--- config.mk ---
export PLATFORM = sky130hd
export DESIGN_NAME = lot_occupancy_ctrl_flat
export DESIGN_NICKNAME = d
export VERILOG_FILES = /design/src/rtl/lot_occupancy_ctrl_if.sv /design/src/rtl/lot_occupancy_ctrl.sv /design/src/flat_wrapper.sv
export SDC_FILE = /design/constraint.sdc
export NUM_CORES = 1
export LEC_CHECK = 0
export CORE_ASPECT_RATIO = 0.8
export CORE_MARGIN = 5
export CORE_UTILIZATION = 48
export CTS_BUF_LIST = sky130_fd_sc_hd__clkbuf_2 sky130_fd_sc_hd__clkbuf_4 sky130_fd_sc_hd__clkbuf_8
export DETAILED_ROUTE_END_ITERATION = 8
export GPL_TIMING_DRIVEN = 0
export PLACE_DENSITY = 0.79
export SLEW_MARGIN = 20
export SYNTH_ARGS = -nofsm -noshare
export SYNTH_HDL_FRONTEND = slang
export SYNTH_SLANG_ARGS = --single-unit
--- constraint.sdc ---
create_clock -name clk -period 1.7 [get_ports clk]
set_input_delay 0.34 -clock clk [delete_from_list [all_inputs] [get_ports clk]]
set_output_delay 0.34 -clock clk [all_outputs]
set_load 0.005 [all_outputs]
--- src/rtl/lot_occupancy_ctrl_if.sv ---
// lot_occupancy_ctrl_if: sensor pulses in, occupancy/gate/alarm status out.
interface lot_occupancy_ctrl_if #(parameter int CNT_W = 4);
    logic             enter;
    logic             exit;
    logic             clear;
    logic [CNT_W-1:0] count;
    logic [CNT_W-1:0] peak;
    logic             full;
    logic             empty;
    logic             gate_open;
    logic             ovf_err;
    logic             unf_err;
    modport master(output enter, exit, clear,
                   input count, peak, full, empty, gate_open, ovf_err, unf_err);
    modport slave(input enter, exit, clear,
                  output count, peak, full, empty, gate_open, ovf_err, unf_err);
endinterface

--- src/rtl/lot_occupancy_ctrl.sv ---
// lot_occupancy_ctrl: occupancy counter with timed/locking entry gate and error pulses.
// Define LOT_PEAK_TRACK_EN to instantiate the peak-occupancy register (tied to 0 otherwise).
module lot_occupancy_ctrl #(
    parameter int CAPACITY = 8,
    parameter int CNT_W    = 4,
    parameter int HOLD_CYC = 16
) (
    input logic                 clk,
    input logic                 reset,
    lot_occupancy_ctrl_if.slave bus
);
    localparam int TW = $clog2(HOLD_CYC);
    localparam logic [CNT_W-1:0] CAP    = CNT_W'(CAPACITY);
    localparam logic [CNT_W-1:0] C_ONE  = CNT_W'(1);
    localparam logic [TW-1:0]    T_ONE  = TW'(1);
    localparam logic [TW-1:0]    RELOAD = TW'(HOLD_CYC - 1);

    typedef enum logic [1:0] {IDLE = 2'd0, OPEN = 2'd1, LOCKED = 2'd2} state_t;

    state_t           state, state_nxt;
    logic [TW-1:0]    timer, timer_nxt;
    logic [CNT_W-1:0] count, count_nxt;
    logic             gate_open, ovf_err, unf_err;
    logic             is_full, is_empty, acc_in, acc_out, hits_cap, ovf_nxt, unf_nxt;

    assign is_full   = count == CAP;
    assign is_empty  = count == '0;
    assign acc_in    = !bus.clear && bus.enter && !bus.exit && !is_full;
    assign acc_out   = !bus.clear && bus.exit && !bus.enter && !is_empty;
    assign ovf_nxt   = !bus.clear && bus.enter && !bus.exit && is_full;
    assign unf_nxt   = !bus.clear && bus.exit && !bus.enter && is_empty;
    assign hits_cap  = (count + C_ONE) == CAP;
    assign count_nxt = bus.clear ? '0 : acc_in ? count + C_ONE : acc_out ? count - C_ONE : count;

    // LOCKED releases on count alone; an entry in that same cycle does not open the gate
    always_comb begin
        state_nxt = state;
        timer_nxt = timer;
        if (bus.clear) begin
            state_nxt = IDLE;
            timer_nxt = '0;
        end else if (state == LOCKED) begin
            state_nxt = is_full ? LOCKED : IDLE;
        end else if (acc_in) begin
            state_nxt = hits_cap ? LOCKED : OPEN;
            timer_nxt = hits_cap ? '0 : RELOAD;
        end else if (state == OPEN) begin
            state_nxt = timer == '0 ? IDLE : OPEN;
            timer_nxt = timer == '0 ? '0 : timer - T_ONE;
        end else if (is_full) begin
            state_nxt = LOCKED;
        end
    end

    always_ff @(posedge clk or negedge reset) begin
        if (!reset) begin
            state     <= IDLE;
            timer     <= '0;
            count     <= '0;
            gate_open <= 1'b0;
            ovf_err   <= 1'b0;
            unf_err   <= 1'b0;
        end else begin
            state     <= state_nxt;
            timer     <= timer_nxt;
            count     <= count_nxt;
            gate_open <= state_nxt == OPEN;
            ovf_err   <= ovf_nxt;
            unf_err   <= unf_nxt;
        end
    end

`ifdef LOT_PEAK_TRACK_EN
    logic [CNT_W-1:0] peak;
    always_ff @(posedge clk or negedge reset) begin
        if (!reset) peak <= '0;
        else if (bus.clear) peak <= '0;
        else if (acc_in && count_nxt > peak) peak <= count_nxt;
    end
    assign bus.peak = peak;
`else
    assign bus.peak = '0;
`endif

    assign bus.count     = count;
    assign bus.full      = is_full;
    assign bus.empty     = is_empty;
    assign bus.gate_open = gate_open;
    assign bus.ovf_err   = ovf_err;
    assign bus.unf_err   = unf_err;
endmodule

--- src/flat_wrapper.sv ---
// flat-port wrapper written by rule: the top's interface ports become plain ports
module lot_occupancy_ctrl_flat 
#(
    parameter int CAPACITY = 8,
    parameter int CNT_W    = 4,
    parameter int HOLD_CYC = 16
)
  (clk, reset, bus_enter, bus_exit, bus_clear, bus_count, bus_peak, bus_full, bus_empty, bus_gate_open, bus_ovf_err, bus_unf_err);
  lot_occupancy_ctrl_if #(.CNT_W(CNT_W)) bus_i ();
  input logic clk;
  input logic reset;
  input wire logic [$bits(bus_i.enter)-1:0] bus_enter;
  input wire logic [$bits(bus_i.exit)-1:0] bus_exit;
  input wire logic [$bits(bus_i.clear)-1:0] bus_clear;
  output wire logic [$bits(bus_i.count)-1:0] bus_count;
  output wire logic [$bits(bus_i.peak)-1:0] bus_peak;
  output wire logic [$bits(bus_i.full)-1:0] bus_full;
  output wire logic [$bits(bus_i.empty)-1:0] bus_empty;
  output wire logic [$bits(bus_i.gate_open)-1:0] bus_gate_open;
  output wire logic [$bits(bus_i.ovf_err)-1:0] bus_ovf_err;
  output wire logic [$bits(bus_i.unf_err)-1:0] bus_unf_err;
  assign bus_i.enter = bus_enter;
  assign bus_i.exit = bus_exit;
  assign bus_i.clear = bus_clear;
  assign bus_count = bus_i.count;
  assign bus_peak = bus_i.peak;
  assign bus_full = bus_i.full;
  assign bus_empty = bus_i.empty;
  assign bus_gate_open = bus_i.gate_open;
  assign bus_ovf_err = bus_i.ovf_err;
  assign bus_unf_err = bus_i.unf_err;
  lot_occupancy_ctrl #(.CAPACITY(CAPACITY), .CNT_W(CNT_W), .HOLD_CYC(HOLD_CYC)) u_core (.clk(clk), .reset(reset), .bus(bus_i));
endmodule
==> impl_metrics.py, run 1 <==
metrics = {
    "synthesis": {
        "ys_warn_count": 0,
        "synthArstFlopShare_pct": 100,
        "ys_types": 46,
        "postSynthAreaPerCell_um2": 9.31,
        "synth.most_common_cell": "dfrtp_1",
        "synthTopCellsByCount": "dfrtp_1 (13), nor2_1 (7), inv_1 (6)",
        "yosysTopAreaCellShare_pct": 32.7,
        "synth.area.top_cells": "dfrtp_1 (33%), ha_1 (5.0%), buf_4 (3.8%)",
        "ys_seq_area_share_pct": 32.7,
        "synth_top_area_cell": "dfrtp_1",
        "synth_area_um2": 996,
        "synthCells": 107,
        "ys_seq_elements": 13,
        "synthFlopType": "dfrtp_1",
        "synth-edff-count": 0,
    },
    "critical_path": {
        "crit_path_start_kind": "register",
        "cpMaxStageDelayCell": "dfrtp_2",
        "cp-end-kind": "primary output",
        "crit_chain": "inv_2, ha_4, buf_6, nor3b_4, buf_2",
        "path_class": "register to primary output",
        "cp_data_arrival_time_ns": 1.42,
        "critPathMaxStageDelay_ns": 0.42,
        "worst-path-max-fanout": 3,
        "cp.required_ns": 1.36,
    },
    "global_route": {
        "track_usage_pct": 18.2,
        "grt_pass1_wl_um": 4280,
        "grt_pass1_vias": 939,
        "grt-ovfl-total": 0,
        "antenna_found_initial": 0,
        "grt_max_degree": 14,
    },
    "die": {
        "rows": 14,
        "die_h_um": 50.7,
        "dieArea_um2": 3090,
        "core_area_um2": 1930,
        "die_w_um": 60.9,
        "io_pins": 18,
        "initial_core_util_pct": 51.7,
    },
    "worst_hold_path": {
        "hold_class": "input pin to register",
    },
    "detailed_routing": {
        "wl_per_cell_um": 16.8,
        "wl_met3_um": 137,
        "wl_met2_um": 1310,
        "drtIter0Drc": 21,
        "drc": 0,
        "ant_nets": 0,
        "routed.top_layer": "met4",
        "wl_um": 2680,
        "drtPass1Iterations": 4,
        "viasPerCell": 6.07,
        "vias": 965,
        "wl_met1_um": 1190,
    },
    "sta": {
        "rsz0062_at_grt": "true",
        "finalCritPeriodShare_pct": 103,
        "setup_slack_ns": -0.0560,
        "fmaxAchievable_mhz": 569,
        "setup_viol": 3,
        "hold_viol_final": 0,
        "report.final.slew_viol_count": 0,
        "period_minus_slack_ns": 1.76,
        "worstMarginPinSlew_ns": 0.616,
        "relSlewSlack_pct": 58.8,
        "finClkSkew_ns": 0.0115,
    },
    "clocking": {
        "numCtsBuffers": 3,
        "clk_path_buf_depth": 2,
        "htreeDepth": 1,
        "clk_pin_slew_ns": 0.09,
        "clock_sink_count": 13,
        "worstSkewPairLatency_ns": 0.30,
        "ctsHoldBuffers": 0,
        "cts_root_buffer": "clkbuf_4",
        "cts_tree": "built",
    },
    "run_status": {
        "status": "complete, but fails checks",
        "violations": "setup timing",
    },
    "cells_and_area": {
        "antenna_cells": 0,
        "fill_cells": 148,
        "area_growth_pct": 33.8,
        "drive_gt1_share_pct": 28.9,
        "finalNonFillerCells": 159,
        "nNetsFinal": 145,
    },
    "placed_design": {
        "dpl_worst_slack_ns": -0.299,
        "place_inst": 146,
        "port_buffers": 12,
        "dp_hpwl_um": 1700,
        "gp_congestion": 0.840,
    },
    "pwr": {
        "p_leak_nw": 0.603,
        "fin_total_pwr_mw": 1.25,
        "ir_worst_vdd_mv": 0.670,
        "power_density_nw_per_um2": 941,
    },
    "job": {
        "max-cap-violations": 0,
    },
}
-- layout by cell type (no fill, tap or decap), drive strengths merged, types with 4 or more instances in the layout --
cell type / instances
conb: 4
nand2: 4
clkdlybuf4s50: 7
ha: 4
buf: 17
nor3b: 4
clkbuf: 7
a21oi: 5
inv: 6
nor3: 4
dfrtp: 13
nor2: 8
-- cell type report --
cell class                      count  area, um2  area share [%]
Multi-Input combinational cell     81        648            48.6
Inverter                            7       31.3            2.35
Timing Repair Buffer               21        196            14.7
Sequential cell                    13        328            24.6
Buffer                              9       68.8            5.16
Clock buffer                        4       30.0            2.25
Tap cell                           24       30.0            2.25
-- final timing paths --
| kind | startpoint | cells past startpoint | slack [ns] | to |
|---|---|---|---|---|
| worst max-delay path | u_core.bus.count[0] | 5 | -0.06 | bus_empty |
| worst min-delay path | bus_clear | 3 | 0.37 | u_core.timer[0] |
| worst max register to register | u_core.bus.count[0] | 8 | 0 | u_core.bus.count[2] |
| worst min register to register | u_core.timer[1] | 2 | 0.60 | u_core.timer[1] |
| max in group asynchronous | reset | 1 | 0.83 | u_core.bus.count[1] |
| min in group asynchronous | reset | 1 | 0.42 | u_core.timer[0] |
-- flip-flops by register name (all words and copies together), names as in the netlist --
name,flops
u_core.state,2
u_core.bus.unf_err,1
u_core.bus.ovf_err,1
u_core.bus.gate_open,1
u_core.timer,4
u_core.bus.count,4
-- logic make-up after synthesis --
logic type | after synthesis | share of synthesized area [%]
muxes | 2 | 2.01
other | 1 | 0.377
adders and majority gates | 4 | 5.03
and+or+nand+nor | 42 | 28.4
AOI/OAI and AO/OA | 27 | 19.9
xor gates and xnor gates | 2 | 1.76
buffers and inverters | 16 | 9.93
DFF | 13 | 32.7
-- routing by layer --
| layer | track usage (%) | vias to the layer above |
|---|---|---|
| met2 | 26.9 | 37 |
| met1 | 23.9 | 470 |
| met3 | 5.90 | 9 |
| met5 | 0 | - |
| met4 | 8.30 | 0 |
| li1 | - | 449 |
-- per-stage QoR --
stage	hold WS [ns]	area [um2]	TNS [ns]	utilization [%]
final	0.368	1330	-0.0570	69.2
after global routing	0.389	1330	-0.407	69.2
after CTS	0.352	1250	-0.0210	65.0
after detailed placement	0.567	1170	-2.54	60.7
after global placement	0.570	1170	-2.26	60.7
after floorplan	0.0444	1020	0	-
-- worst max-delay path, delay by kind of cell, from the launching register on --
family | cells | cell delay [ns]
fa+ha+maj | 1 | 0.16
buf+inv | 3 | 0.34
flops | 1 | 0.42
simple gates | 1 | 0.20
-- power by group --
part / switching (mW) / internal [mW]
clock network: 0.117 / 0.107
logic: 0.302 / 0.333
registers: 0.0402 / 0.355
-- what timing repair did --
action / 4_1_cts / 5_1_grt
buffers inserted: 6 / 3
resized for setup: 12 / 15
endpoints found under the setup margin: 5 / 11
pin swaps: 1 / 4
No activity file was read; power rests on OpenSTA's default activity.
==> run 2: changes to the inputs <==
--- a/config.mk
+++ b/config.mk
@@ -11,6 +11,7 @@
 export CTS_BUF_LIST = sky130_fd_sc_hd__clkbuf_2 sky130_fd_sc_hd__clkbuf_4 sky130_fd_sc_hd__clkbuf_8
 export DETAILED_ROUTE_END_ITERATION = 8
 export GPL_TIMING_DRIVEN = 0
+export HOLD_SLACK_MARGIN = 0.06
 export PLACE_DENSITY = 0.79
 export SLEW_MARGIN = 20
 export SYNTH_ARGS = -nofsm -noshare
==> results of run 2 <==
Final layout, timing and power as in run 1 (identical DEF).
==> run 3: changes to the inputs <==
--- a/config.mk
+++ b/config.mk
@@ -13,6 +13,7 @@
 export GPL_TIMING_DRIVEN = 0
 export HOLD_SLACK_MARGIN = 0.06
 export PLACE_DENSITY = 0.79
+export REMOVE_ABC_BUFFERS = 1
 export SLEW_MARGIN = 20
 export SYNTH_ARGS = -nofsm -noshare
 export SYNTH_HDL_FRONTEND = slang
==> run 3 against run 2 <==
Effect of this change: the run still ends with setup timing left; global-route usage down 1.2 points; clock power decreased by 2%; register-to-register slack got worse by 0.11 ns; combinational power up 7.9%; sequential share of layout area down 0.43 points; worst hold slack improved by 0.061 ns; critical path depth up 4; clock skew fell by 0.011 ns; maximum frequency decreased by 2.7%; final area rose by 2.5%; highest routed layer unchanged.
==> impl_metrics.py, run 3 (synthesized netlist as in run 1, its figures left out) <==
metrics = {
    "detailed_routing": {
        "wl_um": 2810,
        "drtIter0Drc": 46,
        "drc": 0,
        "vias": 975,
        "drtPass1Iterations": 4,
        "wl_per_cell_um": 17.9,
        "ant_nets": 0,
        "viasPerCell": 6.21,
    },
    "pwr": {
        "ir_worst_vdd_mv": 0.707,
        "p_leak_nw": 0.591,
        "fin_total_pwr_mw": 1.31,
        "power_density_nw_per_um2": 959,
    },
    "cells_and_area": {
        "final_common_cell": "buf_4",
        "reg_top3": "u_core.bus.count: 4 flops, u_core.timer: 4 flops, u_core.state: 2 flops",
        "fill_cells": 131,
        "area_growth_pct": 37.2,
        "antenna_cells": 0,
        "final_cell_mix": "buf_4 (11), dfrtp_1 (9), clkdlybuf4s50_1 (8)",
        "design_area_um2": 1370,
        "nNetsFinal": 143,
        "drive_gt1_share_pct": 31.6,
    },
    "global_route": {
        "grt_pass1_vias": 803,
        "grt_max_degree": 19,
        "track_usage_pct": 17.0,
        "grt_pass1_wl_um": 3980,
        "grt-ovfl-total": 0,
        "antenna_found_initial": 0,
    },
    "clocking": {
        "worstSkewPairLatency_ns": 0.29,
        "ctsHoldBuffers": 0,
        "numCtsBuffers": 3,
        "clk_path_buf_depth": 2,
        "clk_pin_slew_ns": 0.08,
        "htreeDepth": 1,
        "cts_root_buffer": "clkbuf_4",
        "cts_tree": "built",
        "clock_sink_count": 13,
    },
    "sta": {
        "hold_viol_final": 0,
        "worstMarginPinSlew_ns": 0.611,
        "period_minus_slack_ns": 1.81,
        "relSlewSlack_pct": 59.1,
        "fmaxAchievable_mhz": 554,
        "finalCritPeriodShare_pct": 106,
        "whs_ns": 0.429,
        "finClkSkew_ns": 0.000732,
        "setup_viol": 5,
        "rsz0062_at_grt": "true",
        "report.final.slew_viol_count": 0,
        "setup_slack_ns": -0.106,
    },
    "placed_design": {
        "dpl_worst_slack_ns": -0.839,
        "dp_hpwl_um": 1510,
        "postPlaceCellArea_um2": 1100,
        "gp_congestion": 0.872,
        "port_buffers": 13,
    },
    "critical_path": {
        "startpoint": "u_core.bus.count[1]",
        "crit_path_start_kind": "register",
        "cp_data_arrival_time_ns": 2.02,
        "cp.required_ns": 1.92,
        "cp-end-kind": "register",
        "timing.rr.start": "u_core.bus.count[1]",
        "worst-path-max-fanout": 6,
        "path_class": "register to register",
    },
    "die": {
        "die_h_um": 50.7,
        "core_area_um2": 1930,
        "rows": 14,
        "io_pins": 18,
        "dieArea_um2": 3090,
        "die_w_um": 60.9,
        "initial_core_util_pct": 51.7,
    },
    "job": {
        "max-cap-violations": 0,
    },
    "worst_hold_path": {
        "hold_class": "input pin to asynchronous set/reset pin",
    },
    "run_status": {
        "violations": "setup timing",
        "status": "complete, but fails checks",
    },
}
## run 3: cell types whose count changed in the layout (fill, tap and decap cells not counted), sizes merged
cell           change
dlygate4sd2        +1
clkdlybuf4s15      +1
buf                -1
dlymetal6s2s       -1
clkdlybuf4s50      +1
clkbuf             -3
## run 3: area by class of cell
type / count / area (um2) / share of cell area, %
repair buffers: 28 / 258 / 18.9
inverters: 7 / 31.3 / 2.29
multi-input cells: 81 / 687 / 50.3
well taps: 24 / 30.0 / 2.20
clock buffers: 4 / 30.0 / 2.20
flip-flops and latches: 13 / 330 / 24.2
## run 3: what timing repair did
action,in CTS,in global routing
setup buffers,9,6
resized for setup,24,13
cloned,0,0
endpoints found under the setup margin,16,13
pin swaps,2,7
endpoints found under the hold margin,0,0
## run 3: power breakdown
group          switching (mW)  leakage (nW)  total [mW]  internal, mW
logic                   0.325         0.404       0.685         0.360
registers              0.0507         0.168       0.406         0.355
clock network           0.113        0.0184       0.220         0.107
## run 3: critical path, stage by stage, from the launching register on
cell and delay (ns):
dfrtp_2 0.42, inv_2 0.08, ha_4 0.14, buf_6 0.10, nand3b_4 0.10, clkinv_4 0.06, buf_6 0.11, nor2_8 0.04
or4_4 0.50, a31oi_4 0.18
## run 3: through the flow
stage	setup TNS (ns)	cells	utilization [%]
floorplan	-0.0634	101	-
global placement	-6.83	138	57.1
detailed placement	-7.17	138	57.1
CTS	-0.101	151	64.4
global route	-0.791	157	70.9
finish	-0.285	157	70.9
## run 3: path summary, 6_finish.rpt
path	to	slack [ns]	depth (start not counted)
worst max-delay path	u_core.timer[0]	-0.11	9
worst min-delay path	u_core.timer[1]	0.43	1
worst max register to register	u_core.timer[0]	-0.11	9
worst min register to register	u_core.bus.unf_err	0.62	1
max in group asynchronous	u_core.bus.count[3]	0.84	1
min in group clk	u_core.bus.count[3]	0.60	4
## run 3: layer usage
metal | up-vias | routed length (um) | track usage [%]
li1 | 442 | - | -
met1 | 468 | 1130 | 23.3
met2 | 52 | 1380 | 26.5
met3 | 13 | 217 | 5.38
met4 | 0 | 75 | 2.53
met5 | - | 0 | 0
